<file path="src/rtl/cpu_types_pkg.sv">
// Shared CPU control types: per-latch control words and the hazard unit's FSM states.
package cpu_types_pkg;

  typedef enum logic [1:0] {
    PIPE_ENABLE = 2'd0,
    PIPE_STALL  = 2'd1,
    PIPE_NOP    = 2'd2
  } pipe_state_t;

  typedef enum logic {
    HZ_RUN    = 1'b0,
    HZ_HALTED = 1'b1
  } hazard_state_t;

endpackage

</file>
<file path="src/rtl/sat_counter.sv">
// Up-counter that sticks at all-ones instead of wrapping.
module sat_counter #(
  parameter int W = 16
) (
  input  logic         CLK,
  input  logic         nRST,
  input  logic         inc,
  output logic [W-1:0] count
);

  localparam logic [W-1:0] ONE = W'(1);

  // NOTE: sequential state uses non-blocking assignments so every flop samples pre-edge values.
  always_ff @(posedge CLK or negedge nRST) begin
    if (!nRST) begin
      count <= '0;
    end else if (inc && (count != '1)) begin
      count <= count + ONE;
    end
  end

endmodule

</file>
<file path="src/rtl/pipeline_hazard_unit.sv">
// Central pipeline controller: combinational latch-control decode with a RUN/HALTED
// FSM and saturating stall/flush performance counters.
module pipeline_hazard_unit
  import cpu_types_pkg::*;
#(
  parameter int CNT_W = 16
) (
  input  logic             CLK,
  input  logic             nRST,
  input  logic             ihit,
  input  logic             dhit,
  input  logic             dREN_mem,
  input  logic             dWEN_mem,
  input  logic             PCSrc_mem,
  input  logic             halt_mem,
  input  logic             dREN_ex,
  input  logic [4:0]       regWSEL_ex,
  input  logic [4:0]       rs_id,
  input  logic [4:0]       rt_id,
  input  logic             uses_rt_id,
  output pipe_state_t      fd_state,
  output pipe_state_t      de_state,
  output pipe_state_t      em_state,
  output pipe_state_t      mw_state,
  output logic             pc_en,
  output logic             halted,
  output logic [CNT_W-1:0] stall_cycles,
  output logic [CNT_W-1:0] flush_cycles
);

  hazard_state_t r_state;
  hazard_state_t w_next_state;
  logic          w_mem_wait;
  logic          w_load_use;
  logic          w_flush;
  logic          w_stall_inc;

  assign w_mem_wait = (dREN_mem | dWEN_mem) & ~dhit;
  // A $zero destination is never really written, so it cannot create a dependency.
  assign w_load_use = dREN_ex & (regWSEL_ex != 5'd0) &
                      ((regWSEL_ex == rs_id) | (uses_rt_id & (regWSEL_ex == rt_id)));

  // NOTE: every output of this block gets a default first so no latch is inferred.
  always_comb begin
    fd_state     = PIPE_ENABLE;
    de_state     = PIPE_ENABLE;
    em_state     = PIPE_ENABLE;
    mw_state     = PIPE_ENABLE;
    pc_en        = 1'b1;
    w_flush      = 1'b0;
    w_next_state = r_state;
    if (r_state == HZ_HALTED) begin
      fd_state = PIPE_STALL;
      de_state = PIPE_STALL;
      em_state = PIPE_STALL;
      mw_state = PIPE_STALL;
      pc_en    = 1'b0;
    end else if (w_mem_wait) begin
      fd_state = PIPE_STALL;
      de_state = PIPE_STALL;
      em_state = PIPE_STALL;
      mw_state = PIPE_STALL;
      pc_en    = 1'b0;
    end else if (halt_mem) begin
      fd_state     = PIPE_NOP;
      de_state     = PIPE_NOP;
      em_state     = PIPE_NOP;
      pc_en        = 1'b0;
      w_next_state = HZ_HALTED;
    end else if (PCSrc_mem) begin
      // PC loads the redirect target even without ihit; the stale fetch is dropped.
      fd_state = PIPE_NOP;
      de_state = PIPE_NOP;
      em_state = PIPE_NOP;
      w_flush  = 1'b1;
    end else if (w_load_use) begin
      fd_state = PIPE_STALL;
      de_state = PIPE_NOP;
      pc_en    = 1'b0;
    end else if (!ihit) begin
      fd_state = PIPE_NOP;
      pc_en    = 1'b0;
    end
  end

  always_ff @(posedge CLK or negedge nRST) begin
    if (!nRST) begin
      r_state <= HZ_RUN;
    end else begin
      r_state <= w_next_state;
    end
  end

  assign halted      = (r_state == HZ_HALTED);
  assign w_stall_inc = (r_state == HZ_RUN) & ~pc_en;

  sat_counter #(.W(CNT_W)) u_stall_cnt (
    .CLK   (CLK),
    .nRST  (nRST),
    .inc   (w_stall_inc),
    .count (stall_cycles)
  );

  sat_counter #(.W(CNT_W)) u_flush_cnt (
    .CLK   (CLK),
    .nRST  (nRST),
    .inc   (w_flush),
    .count (flush_cycles)
  );

endmodule
</file>
<file path="config.mk">
export PLATFORM = sky130hd
export DESIGN_NAME = pipeline_hazard_unit
export DESIGN_NICKNAME = d
export VERILOG_FILES = /design/src/rtl/cpu_types_pkg.sv /design/src/rtl/sat_counter.sv /design/src/rtl/pipeline_hazard_unit.sv
export SDC_FILE = /design/constraint.sdc
export NUM_CORES = 1
export LEC_CHECK = 0
export CAP_MARGIN = 25
export CORE_AREA = 2 2 65 67
export CTS_CLUSTER_DIAMETER = 30
export DETAILED_ROUTE_END_ITERATION = 16
export DIE_AREA = 0 0 67 69
export PLACE_DENSITY = 0.82
export SYNTH_ARGS = -nofsm -noshare
export SYNTH_HDL_FRONTEND = slang
export SYNTH_SLANG_ARGS = --single-unit
</file>
<file path="constraint.sdc">
create_clock -name CLK -period 3.75 [get_ports CLK]
set_clock_uncertainty 0.15 [all_clocks]
set_input_delay 0.75 -clock CLK [delete_from_list [all_inputs] [get_ports CLK]]
set_output_delay 0.75 -clock CLK [all_outputs]
set_load 0.05 [all_outputs]
</file>
Word-level counts from Yosys, hierarchy flattened
Index checks and enable logic that the tools add are counted.
Operators by class
  $add $sub $neg: 2
  eq/ne operators: 4
  multiplexer cells: 30
  bitwise operators: 10
  reductions and logical operators: 3
Operators with widths (count)
  $add 16x1->16 const B: 2
  $ne 16x16->1 const B: 2
  $mux 2: 15
  $mux 1: 15
  $eq 5x5->1: 2
  $and 1x1->1: 5
  $reduce_bool 5->1: 1
  $not 1->1: 3
  $logic_and 1x1->1: 2
  $or 1x1->1: 2
Storage, ports and cells
  register bits after elaboration: 33
  input bits: 25
  output and inout bits: 42
  logic and storage cells: 52

Depth between registers and ports, before layout
  depth in word-level cells: 12
  depth in mapped cells: 8
  depth with buffers taken out: 6

By module
A second synthesis with hierarchy kept.
Second synthesis, totals
  cells, all modules: 188
  area, all modules: 2026.9 sq um
Modules (own cells, without submodules)
  sat_counter: instances 2, cells an instance 72, area each 859.6 sq um, seq. area each 400.4 sq um
  pipeline_hazard_unit: instances 1, cells an instance 44, area each 307.8 sq um, seq. area each 25.0 sq um

Worst setup path before layout
Ideal clock, no wire load.
  path kind: in2out
  start point: input port regWSEL_ex[1]
  end point: output port pc_en
  data arrival time: 2694 ps
  data required time: 2850 ps
  path slack: 156 ps
  cell stages on the path: 4
  path buffers: 0
  cell sequence: or4_4 > o211ai_1 > a21oi_1 > nor3_1
Between the ends
  cells in the longest elaborated chain, start to end: 9
  elaborated cells between the ends (all ways): 12
  classes of those cells: eq/ne: 2; mux: 5; bitwise: 4; reduce/logical: 1
RTL lines
  start, declared: line pipeline_hazard_unit.sv:17  | input logic [4:0] regWSEL_ex,
  $eq 5x5->1: line pipeline_hazard_unit.sv:41  | ((regWSEL_ex == rs_id) | (uses_rt_id & (regWSEL_ex == rt_id)));
  $and 1x1->1: line pipeline_hazard_unit.sv:41
  $or 1x1->1: line pipeline_hazard_unit.sv:41
  $and 1x1->1 (*): line pipeline_hazard_unit.sv:40  | assign w_load_use = dREN_ex & (regWSEL_ex != 5'd0) &
  $mux 1 (*): line pipeline_hazard_unit.sv:76  | end else if (w_load_use) begin
  $mux 1 (*): line pipeline_hazard_unit.sv:70  | end else if (PCSrc_mem) begin
  $mux 1 (*): line pipeline_hazard_unit.sv:64  | end else if (halt_mem) begin
  $mux 1 (*): line pipeline_hazard_unit.sv:58  | end else if (w_mem_wait) begin
  $mux 1 (*): line pipeline_hazard_unit.sv:52  | if (r_state == HZ_HALTED) begin
  end, declared: line pipeline_hazard_unit.sv:25  | output logic pc_en,
Mark *: on every way between the ends. The rest lies on a longest branch, timed or not.

Final worst setup path
  start point: input port regWSEL_ex[1]
  end point: output port fd_state[0]
Between the ends
  cells in the longest elaborated chain, start to end: 9
  elaborated cells between the ends (all ways): 12
  classes of those cells: eq/ne: 2; mux: 5; bitwise: 4; reduce/logical: 1
RTL lines
  $eq 5x5->1: line pipeline_hazard_unit.sv:41
  $and 1x1->1: line pipeline_hazard_unit.sv:41
  $or 1x1->1: line pipeline_hazard_unit.sv:41
  $and 1x1->1 (*): line pipeline_hazard_unit.sv:40
  $mux 2 (*): line pipeline_hazard_unit.sv:76
  $mux 2 (*): line pipeline_hazard_unit.sv:70
  $mux 2 (*): line pipeline_hazard_unit.sv:64
  $mux 2 (*): line pipeline_hazard_unit.sv:58
  $mux 2 (*): line pipeline_hazard_unit.sv:52
  end, declared: line pipeline_hazard_unit.sv:21  | output pipe_state_t fd_state,
Marks and branches as above.

==> summary.txt <==
Layer with the highest usage: met2
Vias per cell: 5.21
Setup WS post-layout: 0.180 ns
DIE AREA: 4620 um2
RSZ-0062 raised after global routing: no
Max Freq: 280 MHz
Sequential share of the synthesized area: 46.8%
CTS root buffer: clkbuf_8
CP Class: in2out
Final setup violation count: 0
DRC errors left: 0
EDFF count, synth: 0
CTS Buf Count: 5
Endpoint, Worst Hold: u_flush_cnt.count[15]
Worst reg2reg path startpoint: halted
Post-cts hold buffer count: 0
Worst-path clk slew: 0.07 ns
Largest net degree at the start of global routing: 34
Int Power: 713 uW
Row count: 23
Share of cells above drive strength 1: 10.2%
IO buf count: 65
Core Util, Final: 67.0%
Synthesized net count: 194
Routed Antenna Nets: 0
TritonRoute pass-1 iters: 4
Pwr Density: 372 nW/um2
Register-to-Register Path Depth: 4
Worst slew margin: 65.5%
Critical path launch point type: input pin
Vias in the first global route: 1415
CP max FO: 3
Clock power share: 40.7%
CTS tree: yes
Io pins: 67
Psw: 262 uW
H-tree levels: 2
Tcrit/Tclk final: 95.2%
Starting Density: 45.1%
Flop pwr share: 40.8%
Status: complete, no violations
DIE WIDTH: 67 um
Total routed wirelength: 3.95 mm
Initial DRC count: 37
Hpwl dp: 2.87 mm
Post-synth cell types: 37
Clk_lat worst skew: 0.29 ns
Maxcap violations: 0
Gpl congestion: 0.800
PostCTS Resize Cnt: 0
Arr. time, crit path: 2.67 ns
Worst slew pin tran: 0.516 ns
Async SR Flop Fraction: 100%
Yosys Warn Count: 0
Final Critical Period: 3.57 ns
R2R setup slack: 1.63 ns
Met1 Usage GRT: 22.0%
Routed len/inst: 13.8 um
Routed via count: 1491
CP Data Required Time: 2.85 ns
Filler cells: 329
Main synth FF type: dfrtp_1
Area delta synth->final: 48.6%
Area of the mapped netlist: 1760 um2
Final #Nets: 262
Worst hold path class: reg2reg
Pre-CTS setup slack: 0.145 ns
Peak VDD IR: 0.648 mV
ANT cells: 0
Hold depth: 1
Total track usage: 17.7%
Hold path start: u_flush_cnt.count[15]
Mean Syn Cell Area: 10.6 um2
Wire length of the first global-routing pass: 6.39 mm
Synth Register Bits: 33
Max-slew violations: 0
CTS sink count: 33
Setup tns final: 0 ns
Endpoint class of the critical path: output pin
Clk buf depth: 2
Leak Pwr: 1.10 nW
Met2 usage: 28.8%
Initial antenna violation count: 0
Mapped Cells: 167
GR met3 Demand/Resource: 5.55%
Final Hold Violating Endpoints: 0
Reg-to-Reg End: u_flush_cnt.count[1]
Combinational share of power: 18.4%
Core Region: 3910 um2
Remaining global-route overflow: 0
Die Span Y: 69 um
Switching fraction of total power: 26.9%
-- cell usage after synthesis, drive strengths merged, types with 2 or more instances --
| cell | number | area [um2] |
|---|---|---|
| o31a | 2 | 18.8 |
| and3 | 10 | 63.8 |
| a21oi | 5 | 25.0 |
| nor3 | 3 | 15.0 |
| a21o | 2 | 22.5 |
| and4 | 2 | 17.5 |
| nand4 | 16 | 100 |
| inv | 2 | 7.51 |
| buf | 5 | 38.8 |
| mux2 | 2 | 22.5 |
| nand2b | 2 | 12.5 |
| nor2 | 7 | 26.3 |
| dfrtp | 33 | 826 |
| ha | 2 | 25.0 |
| nand3 | 10 | 50.1 |
| xor2 | 4 | 35.0 |
| xnor2 | 35 | 307 |
| nand2 | 11 | 41.3 |
-- layout make-up --
type                            instances  area, um2  area share (%)
Multi-Input combinational cell        126        888            33.9
Sequential cell                        33        826            31.5
Timing Repair Buffer                   67        703            26.8
Clock buffer                            5       68.8            2.63
Clock inverter                          3       65.1            2.48
Tap cell                               50       62.6            2.39
Inverter                                2       7.51           0.286
-- stage by stage --
stage	instance area, um2	std cells	power (mW)	hold WS (ns)
2_1_floorplan	1760	167	0.498	0.304
5_1_grt	2620	286	1.01	0.367
3_3_place_gp	2480	277	0.576	0.330
6_report	2620	286	0.975	0.349
4_1_cts	2610	285	0.981	0.351
3_5_place_dp	2480	277	0.578	0.339
-- power groups by stage --
stage | Sequential [mW] | Clock [mW] | Combinational [mW]
global placement | 0.402 | 0 | 0.175
detailed placement | 0.402 | 0 | 0.176
finish | 0.398 | 0.397 | 0.180
global route | 0.401 | 0.420 | 0.190
CTS | 0.398 | 0.401 | 0.181
floorplan | 0.457 | 0 | 0.0408
-- cells in the final DEF, fill, tap and decap left out, drive strengths merged, types with 2 or more instances in the layout --
cell / instances
nand2: 11
o31a: 2
and4: 2
xor2: 4
inv: 2
nand4: 16
mux2: 2
and3: 10
dfrtp: 33
nand2b: 2
clkdlybuf4s50: 60
nor3: 3
bufinv: 2
a21o: 2
buf: 7
a21oi: 5
ha: 2
nand3: 10
xnor2: 35
clkbuf: 5
nor2: 7
-- flip-flops by register name (all words and copies together) (netlist names) --
name and cells:
halted 1, u_flush_cnt.count 16, u_stall_cnt.count 16
-- timing repair --
action                                 in CTS  in global routing
setup buffers                               0                  1
setup endpoints to repair                   0                  1
endpoints found under the hold margin       0                  0
-- routing by layer --
layer	vias to the layer above	wire, um
met4	0	54
met3	4	330
met5	-	0
li1	727	-
met2	50	1800
met1	710	1770
-- worst max path at each step --
| stage | start | to | slack, ns | cells past startpoint |
|---|---|---|---|---|
| after CTS | regWSEL_ex[1] | pc_en | 0.15 | 6 |
| after floorplan | regWSEL_ex[1] | pc_en | 0.16 | 4 |
| after detailed placement | regWSEL_ex[1] | pc_en | 0.15 | 6 |
| after global placement | regWSEL_ex[1] | pc_en | 0.19 | 6 |
| final | regWSEL_ex[1] | fd_state[0] | 0.18 | 7 |
| after global routing | regWSEL_ex[0] | fd_state[0] | 0.07 | 9 |
-- worst max-delay path, stage by stage --
cell and delay, ns:
clkdlybuf4s50_1 0.46, or4_4 0.57, o211ai_1 0.23, buf_4 0.16, nor3_1 0.04, or2_2 0.30
buf_12 0.15
-- cells by family (layout without fill, tap and decap cells) --
group | Yosys count | in the layout | share of synthesized area, %
AO/OA/AOI/OAI | 15 | 15 | 6.45
flip-flops | 33 | 33 | 46.8
XOR/XNOR | 39 | 39 | 19.4
AND/OR/NAND/NOR | 66 | 66 | 21.1
other | 1 | 1 | 0.213
adder cells (fa/ha/maj) | 2 | 2 | 1.42
multiplexers | 3 | 3 | 1.84
buffers and inverters | 8 | 77 | 2.84
No activity file was read; power rests on OpenSTA's default activity.
